`src/rtl/v1_pulse_generator.sv`:
```
// v1_pulse_generator: synthetic detector pulses (linear rise, exponential tail) on a baseline.
module v1_pulse_generator #(
    parameter int SIZE_ADC_DATA = 14,
    parameter int BASELINE      = 100,
    parameter int RISE_SHIFT    = 2,
    parameter int DECAY_SHIFT   = 4,
    parameter int ACC_W         = SIZE_ADC_DATA + 2
) (
    input  logic                     clk,
    input  logic                     reset,
    input  logic                     trig_valid,
    input  logic [SIZE_ADC_DATA-1:0] trig_amp,
    output logic                     trig_ready,
    output logic [SIZE_ADC_DATA-1:0] adc_data,
    output logic                     busy,
    output logic [15:0]              pulse_count
);
    localparam int CNT_W = (RISE_SHIFT > 0) ? RISE_SHIFT : 1;
    localparam logic [ACC_W:0] ACC_MAX = (ACC_W+1)'((2 ** ACC_W) - 1);
    localparam logic [ACC_W:0] ADC_MAX = (ACC_W+1)'((2 ** SIZE_ADC_DATA) - 1);

    typedef enum logic [1:0] {IDLE, RISE, DECAY} state_t;

    state_t                   state_q, state_d;
    logic [ACC_W-1:0]         acc_q, acc_d;
    logic [CNT_W-1:0]         cnt_q, cnt_d;
    logic [SIZE_ADC_DATA-1:0] amp_l_q, amp_l_d;
    logic [SIZE_ADC_DATA-1:0] adc_data_q, adc_data_d;
    logic [15:0]              pulse_count_q, pulse_count_d;
    logic                     busy_q, busy_d;
    logic                     accept;
    logic [ACC_W:0]           rise_sum, out_sum;

    // Held low during reset so no trigger can slip in while the block is cleared.
    assign trig_ready = reset && (state_q == IDLE || state_q == DECAY);
    assign accept     = trig_valid && trig_ready;
    assign rise_sum   = {1'b0, acc_q} + (ACC_W+1)'(amp_l_q >> RISE_SHIFT);
    assign out_sum    = {1'b0, acc_q} + (ACC_W+1)'(BASELINE);

    always_comb begin
        state_d       = state_q;
        acc_d         = acc_q;
        cnt_d         = cnt_q;
        amp_l_d       = amp_l_q;
        pulse_count_d = pulse_count_q;
        if (accept) begin
            amp_l_d       = trig_amp;
            cnt_d         = '0;
            state_d       = RISE;
            pulse_count_d = pulse_count_q + 16'd1;
        end else if (state_q == RISE) begin
            acc_d = (rise_sum > ACC_MAX) ? ACC_MAX[ACC_W-1:0] : rise_sum[ACC_W-1:0];
            cnt_d = cnt_q + CNT_W'(1);
            if (cnt_q == CNT_W'((2 ** RISE_SHIFT) - 1))
                state_d = DECAY;
        end else if (state_q == DECAY) begin
            if (acc_q < ACC_W'(2 ** DECAY_SHIFT)) begin
                acc_d   = '0;
                state_d = IDLE;
            end else begin
                acc_d = acc_q - (acc_q >> DECAY_SHIFT);
            end
        end
        adc_data_d = (out_sum > ADC_MAX) ? ADC_MAX[SIZE_ADC_DATA-1:0] : out_sum[SIZE_ADC_DATA-1:0];
        busy_d     = (state_d != IDLE);
    end

    always_ff @(posedge clk or negedge reset) begin
        if (!reset) begin
            state_q       <= IDLE;
            acc_q         <= '0;
            cnt_q         <= '0;
            amp_l_q       <= '0;
            pulse_count_q <= '0;
            busy_q        <= 1'b0;
            adc_data_q    <= SIZE_ADC_DATA'(BASELINE);
        end else begin
            state_q       <= state_d;
            acc_q         <= acc_d;
            cnt_q         <= cnt_d;
            amp_l_q       <= amp_l_d;
            pulse_count_q <= pulse_count_d;
            busy_q        <= busy_d;
            adc_data_q    <= adc_data_d;
        end
    end

    assign adc_data    = adc_data_q;
    assign busy        = busy_q;
    assign pulse_count = pulse_count_q;
endmodule

```
`config.mk`:
```
export PLATFORM = sky130hd
export DESIGN_NAME = v1_pulse_generator
export DESIGN_NICKNAME = d
export VERILOG_FILES = /design/src/rtl/v1_pulse_generator.sv
export SDC_FILE = /design/constraint.sdc
export NUM_CORES = 1
export LEC_CHECK = 0
export CORE_MARGIN = 4
export CORE_UTILIZATION = 30
export CTS_CLUSTER_DIAMETER = 150
export DETAILED_ROUTE_END_ITERATION = 10
export HOLD_SLACK_MARGIN = 0.03
export PLACE_DENSITY = 0.58
export RECOVER_POWER = 25
export SYNTH_ARGS = -nofsm -noshare
export SYNTH_HDL_FRONTEND = slang
export SYNTH_SLANG_ARGS = --single-unit
```
`constraint.sdc`:
```
create_clock -name clk -period 3.5 [get_ports clk]
set_input_delay 0.35 -clock clk [delete_from_list [all_inputs] [get_ports clk]]
set_output_delay 0.35 -clock clk [all_outputs]
set_load 0.005 [all_outputs]
```
# [Word-level counts from Yosys, hierarchy flattened]
# Index checks and enable logic that the tools add are counted.
[totals] regBits=65 inputBits=17 out_inout_bits=32 word_cells=39
[classes] addsub=5 n_lt_le_gt_ge=3 n_eq_ne=3 muxes=12 n_bitwise=1 reduce_logical=8
[ops] op="two-way mux 16 bit" n=4
[ops] op="adder 16 x 12 -> 17 bit" n=1
[ops] op="adder 16 x 7 -> 17 bit, second input constant" n=1
[ops] op="> comparator 17 x 14 -> 1 bit, second input constant" n=1
[ops] op="> comparator 17 x 16 -> 1 bit, second input constant" n=1
[ops] op="adder 16 x 1 -> 16 bit, second input constant" n=1
[ops] op="less-than comparator 16 x 5 -> 1 bit, second input constant" n=1
[ops] op="subtractor 16 x 12 -> 16 bit" n=1
[ops] op="two-way mux 14 bit" n=1
[ops] op="two-way mux 2 bit" n=7
[ops] op="nonzero test 2 bit" n=3
[ops] op="equality test 2 bit, second input constant" n=2
[ops] op="adder 2 x 1 -> 2 bit, second input constant" n=1
[ops] op="equality test 2 x 1 -> 1 bit, second input constant" n=1
[ops] op="logical AND 1 bit" n=2
[ops] op="logical NOT 2 bit" n=1
[ops] op="AND reduction 2 bit" n=1
[ops] op="logical OR 1 bit" n=1
[ops] op="NOT 1 bit" n=1

# [Longest topological paths before layout]
# Gate-level depths: netlist of run 1.
[depth] depth_word=6 mapped_depth=11 mapped_depth_nobuf=10

# [Worst setup path after synthesis of run 1]
# OpenSTA, ideal clock, no wires.
[synth_path] kind="reg2reg" startpoint="reg acc_q[7]" endpoint="reg acc_q[5]" setup_time_ns=0.139 arrival_time_ns=2.241 t_required_ns=3.361 slack_ns=1.120 path_stages_with_launch=10 path_buffers=1 period_less_slack_ns=2.380 path_cell_list="dfrtp_1 -> ha_1 -> a21o_1 -> or3_1 -> o211a_1 -> o32ai_4 -> nor4_2 -> buf_6 -> o21ai_0 -> a22oi_1"
[synth_between] elab_chain_cells=4 elab_cells_between_ends=8 classes_between="2 x add/sub; 2 x order compare; 4 x mux"
[synth_lines] element="start, declared" line="25" rtl="logic [ACC_W-1:0] acc_q, acc_d;"
[synth_lines] element="start signal, assigned" line="71" rtl="acc_q <= '0;"
[synth_lines] element="start signal, assigned" line="79" rtl="acc_q <= acc_d;"
[synth_lines] element="adder 16 x 12 -> 17 bit, or another cell as far along" line="37" rtl="assign rise_sum = {1'b0, acc_q} + (ACC_W+1)'(amp_l_q >> RISE_SHIFT);"
[synth_lines] element="> comparator 17 x 16 -> 1 bit / two-way mux 16 bit (equally long branches)" line="52, 57"
[synth_lines] element="two-way mux 16 bit (on tied branches)" line="52, 56"
[synth_lines] element="two-way mux 16 bit *" line="51" rtl="end else if (state_q == RISE) begin"
# Every way passes the cells marked *; elsewhere a longest branch is shown, timed or not. The select of a mux whose other input is x is not followed.
# A chain may end at the register's enable or synchronous reset.

# [Worst setup path in the final report of run 1]
[layout_path] startpoint="reg acc_q[7]" endpoint="reg acc_q[9]"
# Same word-level chain as after synthesis.

==> results of run 1 <==
worst max-delay path, cell delays in order, from the launching register on:
cell and delay (ns):
dfrtp_1 0.48, ha_1 0.40, a21o_1 0.19, or3_1 0.33, o211a_1 0.27, o32ai_4 0.33
nor4_2 0.08, buf_4 0.18, o21ai_0 0.29, a22oi_1 0.11
cells in the final DEF (no fill, tap or decap), types with 3 or more instances in the layout:
cell type / count
nand2_1: 70
a22oi_1: 7
nor4_1: 5
nand3_1: 16
o21ai_0: 26
ha_1: 32
nand2b_1: 8
o21a_1: 8
clkbuf_16: 9
nor2b_1: 3
clkinv_2: 3
o31ai_1: 3
inv_1: 23
a21oi_1: 25
a21o_1: 4
a31oi_1: 6
or3_1: 5
dfrtp_1: 60
and2_1: 3
nor2_1: 30
or4_1: 5
a211oi_1: 5
o211ai_1: 4
buf_4: 6
nor3_1: 8
o211a_1: 3
xor2_1: 6
nand4_1: 5
dfstp_2: 3
clkdlybuf4s50_1: 45
xnor2_1: 35
sequential cells by signal, summed over array words and instances, names as in the netlist:
name,count
cnt_q,2
acc_q,16
busy,1
amp_l_q,12
state_q,2
pulse_count,16
adc_data,14
per-stage QoR:
stage	setup WS, ns	instance area (µm²)	std cells	hold WS [ns]	util (%)
6_report	0.689	5030	687	0.481	37.9
5_1_grt	0.517	5030	687	0.515	37.9
3_5_place_dp	0.714	4760	671	0.472	35.8
2_1_floorplan	1.12	4080	452	0.0544	-
4_1_cts	0.690	5030	687	0.257	37.9
3_3_place_gp	0.759	4760	671	0.465	35.8
metal layers:
layer / share of wire (%) / GRT usage [%]
met1: 45 / 16.8
met2: 50 / 22.8
met3: 3.0 / 2.74
met4: 1.9 / 6.19
met5: 0 / 0
layout make-up:
cell class / count / area, µm²
fillers: 1356 / 8260
multi-input cells: 356 / 2370
flip-flops and latches: 63 / 1580
repair buffers: 53 / 505
clock buffers: 9 / 225
well taps: 176 / 220
inverters: 23 / 86.3
clock inverters: 7 / 48.8
logic make-up after synthesis:
logic type	after synthesis	synth area share (%)
buffers and inverters	33	3.25
flip-flops	63	38.7
XOR/XNOR	41	8.80
AND/OR/NAND/NOR	168	19.5
AO/OA/AOI/OAI	111	18.4
multiplexers	2	0.491
adder cells (fa/ha/maj)	34	10.8
path summary, 6_finish.rpt:
kind / startpoint / endpoint / slack, ns / depth (start not counted)
max in group asynchronous: reset / acc_q[2] / 2.04 / 2
max: acc_q[7] / acc_q[9] / 0.69 / 9
min reg2reg: pulse_count[15] / pulse_count[15] / 0.48 / 1
min: pulse_count[15] / pulse_count[15] / 0.48 / 1
min in group asynchronous: reset / acc_q[14] / 0.52 / 2
max reg2reg: acc_q[7] / acc_q[9] / 0.69 / 9
power groups by stage:
stage,logic (W),clock network (W),registers (W)
floorplan,0.000000207,0,0.000742
global placement,0.0000327,0,0.000742
detailed placement,0.0000329,0,0.000742
CTS,0.0000332,0.000856,0.000729
global route,0.0000351,0.000887,0.000728
finish,0.0000307,0.000829,0.000729
==> flow_metrics.tcl, run 1 <==
set metrics [dict create \
    grt_pass1_wl_mm 17.3 \
    clkPwrFrac_pct 52.2 \
    synthArstFlopShare_pct 100 \
    tightest_slew_ns 1.59 \
    yosys.area.top_type_share_pct 36.8 \
    worstSkewPairLatency_ns 0.33 \
    io_pins 49 \
    gp_congestion 0.874 \
    required_ns 3.70 \
    setup_viol 0 \
    num_antenna_cells 0 \
    drt_iter0_drc 186 \
    cts_setup_buffers 0 \
    period_needed_ns 2.81 \
    ys.warnings.count 0 \
    synth.largest_area_cell "dfrtp_1" \
    max_slew_margin_pct -5.75 \
    p_seq_share_pct 45.9 \
    rows 42 \
    cellInternalPower_w 0.00122 \
    synth_edf_count 0 \
    critPathKind "flop to flop" \
    synthToLayoutAreaGrowth_pct 23.4 \
    grt_setup_unrepaired "no" \
    clk_pin_slew_ns 0.06 \
    layout-drive-gt1-share_pct 6.65 \
    synth_cell_types 57 \
    cellPowerDensity_nw_per_um2 316 \
    cap_violations 1 \
    wl_per_cell_um 14.8 \
    grt_max_degree 64 \
    synth_common_cells "nand2_1, dfrtp_1, xnor2_1" \
    cts_tree "done" \
    clock_sinks 63 \
    hold_viol 0 \
    cts_root_buffer "clkbuf_16" \
    coreArea_um2 13300 \
    drt-total-wl_mm 10.2 \
    synth-seq-cells 63 \
    violations "max-capacitance violations, max-slew violations" \
    cp.arrival_ns 3.01 \
    fmax_mhz 356 \
    synthesis.nets 503 \
    crit_path_start_kind "flop" \
    drtPass1Iterations 4 \
    setup_tns_ns 0 \
    die_w_um 125 \
    h-tree-depth 3 \
    ant_nets 0 \
    avgSynthCellArea_um2 9.02 \
    swShare_pct 23.1 \
    grt_use_total_pct 13.6 \
    crit_path_max_fanout 12 \
    via_per_inst 5.01 \
    p_leak_nw 2.19 \
    grt_pass1_vias 3548 \
    synth_cells 452 \
    skew_ns 0.00655 \
    synth-seq-area-share_pct 38.7 \
    hold_class "flop to flop" \
    start_util_pct 30.7 \
    peakVddDrop_mv 0.224 \
    antenna_found_initial 0 \
    remaining_drc_errors 0 \
    nNetsFinal 557 \
    total_power_w 0.00159 \
    slew_viol_final 64 \
    yosysMostFrequentCell "nand2_1" \
    numCtsBuffers 9 \
    outcome "finished with violations" \
    netlist_area_um2 4080 \
    vias 3443 \
    crit_path_end_kind "flop" \
    io_buffer_count 46 \
    dp_hpwl_mm 7.76 \
    die-area_um2 15500 \
    clockBufferDepth 2 \
    overflow 0 \
    cts_hold_buf 0 \
    p_sw_w 0.000366 \
    die_h_um 125 \
    synthFlopType "dfrtp_1" \
    ctsResizeCount 0 \
    fin_crit_sh_pct 80.3 \
    ys_top_cells_by_area "dfrtp_1, ha_1, xnor2_1" \
    power_frac_comb_pct 1.9 \
]
Power figures use the tool's default switching activity.
==> run 2: changes to the inputs <==
==> constraint.sdc (replaced) <==
create_clock -name clk -period 2.7 [get_ports clk]
set_input_delay 0.27 -clock clk [delete_from_list [all_inputs] [get_ports clk]]
set_output_delay 0.27 -clock clk [all_outputs]
set_load 0.005 [all_outputs]
==> flow_metrics.tcl, run 2 (same netlist as run 1, synthesis figures left out) <==
set metrics [dict create \
    drtPass1Iterations 5 \
    clockBufferDepth 2 \
    outcome "finished with violations" \
    crit_path_start_kind "flop" \
    layout-drive-gt1-share_pct 10.6 \
    vias 3568 \
    overflow 0 \
    nNetsFinal 574 \
    placed_cells 686 \
    slew_viol_final 64 \
    wl_per_cell_um 15.1 \
    setup_tns_ns 0 \
    fin_crit_sh_pct 96.2 \
    required_ns 2.91 \
    setup_viol 0 \
    crit_family "compound AO/OA/AOI/OAI gates" \
    critPathKind "flop to flop" \
    crit_path_max_fanout 4 \
    layout_common_cells "nand2_1, dfrtp_1, clkdlybuf4s50_1" \
    cellPowerDensity_nw_per_um2 445 \
    cap_violations 1 \
    grt_pass1_wl_mm 17.4 \
    cts_root_buffer "clkbuf_16" \
    peakVddDrop_mv 0.263 \
    slowest_stage "dfrtp_1" \
    synthToLayoutAreaGrowth_pct 28.8 \
    cts_tree "done" \
    io_pins 49 \
    swShare_pct 20.2 \
    p_seq_share_pct 40.4 \
    grt_max_degree 64 \
    cp.arrival_ns 2.81 \
    clkPwrFrac_pct 57.9 \
    path_cells "ha_1, a21o_1, or3_1, o211a_1, o32ai_4, nor4_4, buf_4, o32ai_1, a2bb2oi_1" \
    grt_use_total_pct 13.6 \
    via_per_inst 5.07 \
    drt_iter0_drc 209 \
    crit_path_end_kind "flop" \
    die_h_um 125 \
    power_frac_comb_pct 1.7 \
    drt-total-wl_mm 10.6 \
    multiInputGateArea_um2 2390 \
    ant_nets 0 \
    hold_class "flop to flop" \
    grt_setup_unrepaired "no" \
    cts_hold_buf 0 \
    fmax_mhz 385 \
    antenna_found_initial 0 \
    remaining_drc_errors 0 \
    critPathBufInv 1 \
    coreArea_um2 13300 \
    gp_congestion 0.964 \
    grt_pass1_vias 3546 \
    die-area_um2 15500 \
    period_needed_ns 2.60 \
    skew_ns 0.00746 \
    violations "max-capacitance violations, max-slew violations" \
    p_sw_w 0.000471 \
    clock_sinks 63 \
    hold_viol 0 \
    rows 42 \
    die_w_um 125 \
    numCtsBuffers 9 \
    seqCellArea_um2 1580 \
    layout_commonest_cell "nand2_1" \
    dp_hpwl_mm 7.95 \
    cellInternalPower_w 0.00187 \
    num_antenna_cells 0 \
    io_buffer_count 46 \
    cpPeakStageDelay_ns 0.40 \
    fill_cells 1331 \
    worstSkewPairLatency_ns 0.34 \
    p_leak_nw 2.31 \
    h-tree-depth 3 \
    tightest_slew_ns 1.55 \
    fin_hold_ws_ns 0.466 \
    final_cells 704 \
    start_util_pct 30.7 \
    max_slew_margin_pct -3.44 \
    clk_pin_slew_ns 0.06 \
]
## run 2: power groups by stage
stage	Combinational (W)	Sequential, W	Clock (W)
after CTS	0.0000429	0.000945	0.00138
after global placement	0.0000425	0.000961	0
after global routing	0.0000448	0.000944	0.00141
after floorplan	0.000000268	0.000962	0
after detailed placement	0.0000427	0.000961	0
final	0.0000392	0.000945	0.00135
## run 2: layer usage
layer	up-vias	routed length, µm	track usage, %	share of wire (%)
met5	-	0	0	0
met4	0	201	5.87	1.9
met3	17	335	2.40	3.2
met2	72	5370	23.4	51
met1	1731	4720	16.7	44
li1	1748	-	-	-
## run 2: stage by stage
step,util [%],power [W],instance area [µm²],worst slack [ns]
after floorplan,-,0.000962,4080,0.320
after global placement,36.7,0.00100,4870,0.199
after detailed placement,36.7,0.00100,4870,0.0762
after CTS,39.3,0.00236,5220,0.0659
after global routing,39.5,0.00240,5250,0.0110
final,39.5,0.00234,5250,0.104
## run 2: worst paths after layout
check                                start         endpoint  slack, ns  cells past startpoint
setup / recovery                  acc_q[7]        acc_q[13]       0.10                      9
hold / removal             pulse_count[15]  pulse_count[15]       0.47                      1
setup reg to reg                  acc_q[7]        acc_q[13]       0.10                      9
hold reg to reg            pulse_count[15]  pulse_count[15]       0.47                      1
max in group asynchronous            reset         acc_q[1]       1.14                      2
min in group asynchronous            reset   pulse_count[8]       0.50                      2
## run 2: final cells by class
cell class              instances  share of cell area, %
clock inverters                 7                   2.29
multi-input cells             356                   45.5
flip-flops and latches         63                   30.1
inverters                      23                   1.64
clock buffers                   9                   4.29
repair buffers                 70                   12.0
well taps                     176                   4.19
## run 2: timing repair
| item | 4_1_cts | 5_1_grt |
|---|---|---|
| setup endpoints to repair | 0 | 8 |
| buffers inserted | 0 | 1 |
| resized for setup | 0 | 9 |
==> run 3: changes to the inputs <==
--- a/config.mk
+++ b/config.mk
@@ -6,11 +6,10 @@
 export NUM_CORES = 1
 export LEC_CHECK = 0
 export CORE_MARGIN = 4
-export CORE_UTILIZATION = 30
-export CTS_CLUSTER_DIAMETER = 150
+export CORE_UTILIZATION = 55
 export DETAILED_ROUTE_END_ITERATION = 10
 export HOLD_SLACK_MARGIN = 0.03
-export PLACE_DENSITY = 0.58
+export PLACE_DENSITY = 0.89
 export RECOVER_POWER = 25
 export SYNTH_ARGS = -nofsm -noshare
 export SYNTH_HDL_FRONTEND = slang
==> flow_metrics.tcl, run 3 (same netlist as run 1, synthesis figures left out) <==
set metrics [dict create \
    outcome "finished with violations" \
    cellPowerDensity_nw_per_um2 365 \
    slew_viol_final 64 \
    wl_per_cell_um 16.6 \
    layout_common_cells "nand2_1, dfrtp_1, clkdlybuf4s50_1" \
    r2r_cells 11 \
    p_leak_nw 2.20 \
    die-area_um2 8860 \
    h-tree-depth 3 \
    violations "max-capacitance violations, max-slew violations" \
    num_antenna_cells 0 \
    ff2ff_setup_slack_ns 0.1 \
    setup_viol 0 \
    clk_pin_slew_ns 0.07 \
    grt_pass1_wl_mm 16.5 \
    clock_sinks 63 \
    setup_tns_ns 0 \
    cts_root_buffer "clkbuf_8" \
    critPathKind "flop to flop" \
    hold_viol 0 \
    period_needed_ns 2.60 \
    grt_setup_unrepaired "yes" \
    fin_util_pct 68.4 \
    place_ws_ns 0.122 \
    io_buffer_count 46 \
    drtPass1Iterations 7 \
    holdPathStages 3 \
    fill_cells 553 \
    peakVddDrop_mv 0.208 \
    min_to "amp_l_q[12]" \
    dp_hpwl_mm 7.53 \
    layout-drive-gt1-share_pct 8.65 \
    critPathBufInv 2 \
    seqCellArea_um2 1580 \
    cpPeakStageDelay_ns 0.41 \
    tightest_slew_ns 1.56 \
    ant_nets 0 \
    crit_path_end_kind "flop" \
    crit_path_max_fanout 12 \
    rows 31 \
    layout_commonest_cell "nand2_1" \
    vias 3708 \
    worstSkewPairLatency_ns 0.36 \
    crit_path_start_kind "flop" \
    crit_family "compound AO/OA/AOI/OAI gates" \
    fmax_mhz 384 \
    antenna_found_initial 0 \
    drt_iter0_drc 258 \
    required_ns 2.97 \
    cp.arrival_ns 2.87 \
    drt-total-wl_mm 10.3 \
    io_pins 49 \
    hold_class "input pin to flop" \
    grt_max_degree 64 \
    numCtsBuffers 9 \
    hp-start "trig_amp[12]" \
    fin_crit_sh_pct 96.3 \
    total_power_w 0.00180 \
    start_util_pct 56.5 \
    die_w_um 94.1 \
    remaining_drc_errors 0 \
    overflow 0 \
    nNetsFinal 566 \
    fin_ws_ns 0.0986 \
    cts_tree "done" \
    die_h_um 94.1 \
    grt_pass1_vias 3600 \
    grt_use_total_pct 23.7 \
    cts_setup_buffers 0 \
    via_per_inst 5.99 \
    skew_ns 0.00689 \
    slowest_stage "fa_1" \
    multiInputGateArea_um2 2380 \
    cap_violations 1 \
    path_cells "ha_1, inv_1, fa_1, nor2b_1, o31a_1, o211a_1, o32ai_4, nor4_2, buf_4, o21ai_0, a22oi_1" \
    gp_congestion 0.959 \
    synthToLayoutAreaGrowth_pct 21.0 \
    r2r_start "amp_l_q[2]" \
    timing.rr.end "acc_q[2]" \
    max_slew_margin_pct -4.30 \
    coreArea_um2 7210 \
    clockBufferDepth 2 \
]
## run 3: worst max path at each step
stage                          start        end  slack (ns)  cells past startpoint
after global placement      acc_q[2]  acc_q[13]        0.22                      8
after CTS                   acc_q[7]  acc_q[14]         0.1                     10
after floorplan             acc_q[7]   acc_q[5]        0.32                      9
final                     amp_l_q[2]   acc_q[2]         0.1                     11
after detailed placement    acc_q[7]  acc_q[14]        0.12                     10
after global routing      amp_l_q[2]   acc_q[9]      -0.009                     11
## run 3: metrics by stage
step	cell area, µm²	cells	hold WS (ns)
final	4940	619	0.435
after global routing	4940	619	0.439
after CTS	4920	619	0.178
after detailed placement	4730	603	0.470
after global placement	4730	603	0.462
after floorplan	4080	452	-0.0256
## run 3: final cells by class
class,count,area share [%]
clock buffer,10,2.59
timing repair buffer,62,11.6
multi-input combinational,356,48.3
inverter,23,1.75
tap,99,2.51
sequential,63,32.0
clock inverter,6,1.24
## run 3: routing by layer
layer	track usage [%]	up-vias	routed length, µm
li1	-	1732	-
met1	28.8	1800	4210
met2	40.3	137	5190
met3	4.89	39	546
met4	10.5	0	356
met5	0	-	0
## run 3: worst min-delay path, stage by stage
cell and delay (ns):
clkdlybuf4s50_1 0.39, nand2_1 0.05, nand2_1 0.04
## run 3: power breakdown
group	switching, W	total (W)	internal [W]
clock network	0.000398	0.000821	0.000423
registers	0	0.000943	0.000943
logic	0.0000218	0.0000390	0.0000173
total	0.000420	0.00180	0.00138
## run 3: repair_timing
action,CTS,global route
setup endpoints to repair,0,10
gates resized for setup,0,6
hold buffers,0,0
endpoints found under the hold margin,0,0
==> RTL change: new RTL, flow settings as in run 1 <==
Register the output `pulse_count` once more, with the module's reset; this adds one clock of latency there. The other outputs are not delayed to match.
--- a/src/rtl/v1_pulse_generator.sv
+++ b/src/rtl/v1_pulse_generator.sv
@@ -88,5 +88,11 @@
     assign adc_data    = adc_data_q;
     assign busy        = busy_q;
-    assign pulse_count = pulse_count_q;
+    always_ff @(posedge clk or negedge reset) begin
+        if (!reset) begin
+            pulse_count <= '0;
+        end else begin
+            pulse_count <= pulse_count_q;
+        end
+    end
 endmodule
 
Behaviour: not the same (a bounded check fails within 4 cycles, from zero or initial values and one cycle with reset low).
==> RTL change against run 1 <==
- power increased by 25%
- sequential share of layout area grew 3.1 points
- sequential cell count is 16 higher
- area after synthesis increased by 16%
- sequential power increased by 25%
- largest power group unchanged
- clock skew grew 4.0 ps
- via count rose by 12%
- cell area grew 14%
- routed wire length up 13%
- setup slack improved by 64 ps
- largest cell class unchanged
- count of clock-buffer cells in the layout is 1 higher
==> RTL change: results (changes against run 1) <==
stage,metric,value,unit,change
run_status,status,finished clean,,
logic_synthesis,yosysSeqAreaShare,41.83,%,+3.1 points
setup_path,arrival,2970,ps,-40 ps
logic_synthesis,synth_compound_area_share,20.48,%,+2.0 points
hold_path,holdCritStartpoint,pulse_count_q[15]$_DFFE_PN0P_,,
place,placed_cell_area,5401,µm²,+13%
setup_path,path_max_fanout,4,,-8
logic_synthesis,yosys.area_share.adder,9.302,%,-1.5 points
drt,drtIter0Drc,247,,+33%
global_route,grt_pass1_wl,19.01,mm,+9.7%
logic_synthesis,yosys-top-cells-count,"dfrtp_1, nand2_1, ha_1, a21oi_1",,
logic_synthesis,synth_most_common_cell,dfrtp_1,,
setup_path,slowest_delay,420,ps,-60 ps
drt,viasPerCell,5.074,,+1.2%
timing,tightestPinTransition,779.2,ps,-807.0 ps
finish,n_antenna_cell,0,,unchanged
cts,clk_latency,340,ps,
logic_synthesis,synth_xor_area_share,5.550,%,-3.3 points
logic_synthesis,synthMuxAreaShare,1.295,%,+0.80 points
finish,fin_cells,760,,+11%
cts,hold_buffers,1,,+1
global_route,grt_pass1_vias,3785,,+6.7%
timing,skew,10.59,ps,+4.036 ps
timing,setup_slack,753.6,ps,+64.45 ps
finish,drive_gt1_share,8.197,%,+1.5 points
place,dp_hpwl,8.491,mm,+9.4%
global_route,grt_antenna_before_repair,0,,unchanged
setup_path,crit_path_end,acc_q[12]$_DFFE_PN0P_,,
place,place_ws,809.2,ps,+94.89 ps
logic_synthesis,synth.area.top_cells,"dfrtp_1, ha_1, nand2_1, xnor2_1, a21oi_1",,
pwr,p_leak,2.493,nW,+14%
place,placed_cells,743,,+11%
pwr,ir_drop,216.0,µV,-3.6%
hold_path,whs_endpoint,pulse_count[15]$_DFF_PN0_,,
global_route,grt_max_degree,64,,unchanged
setup_path,r2r-start,acc_q[0]$_DFFE_PN0P_,,
place,place.gp.congestion,0.8775,,+0.39%
logic_synthesis,syn_avg_cell_area,9.565,µm²,+6.0%
logic_synthesis,synth_nets,546,,+8.5%
logic_synthesis,yosysUniqueCellTypes,73,,+28%
hold_path,holdPathStages,0,,-1
finish,nNetsFinal,595,,+6.8%
[RTL change: changes by cell type in the layout (fill, tap and decap cells not counted), sizes merged, moves of 7 or more]
cell / change
and3: +7
clkdlybuf4s50: -14
dfrtp: +16
dlygate4sd3: +15
nor2: -7
xnor2: -9
[RTL change: routing by layer]
metal	share of wire [%]	wire length [µm]	track usage (%)
met5	0	0	0
met4	1.4	164	3.600
met3	5.9	677	3.172
met2	44	5078	20.46
met1	49	5603	18.12
[RTL change: report_power, final]
part | internal (mW) | switching (mW) | leakage, nW
clock network | 0.648 | 0.392 | 0.155
logic | 0.0150 | 0.0212 | 1.37
registers | 0.913 | 0 | 0.963
total | 1.58 | 0.413 | 2.49
[RTL change: layout make-up]
class                           count  area (µm²)  share of cell area, %
Multi-Input combinational cell    379        2582                  44.97
Sequential cell                    79        1981                  34.49
Tap cell                          211       264.0                  4.597
Clock buffer                       10       239.0                  4.161
Timing Repair Buffer               50       490.5                  8.540
Inverter                           25       93.84                  1.634
Clock inverter                      6       92.59                  1.612
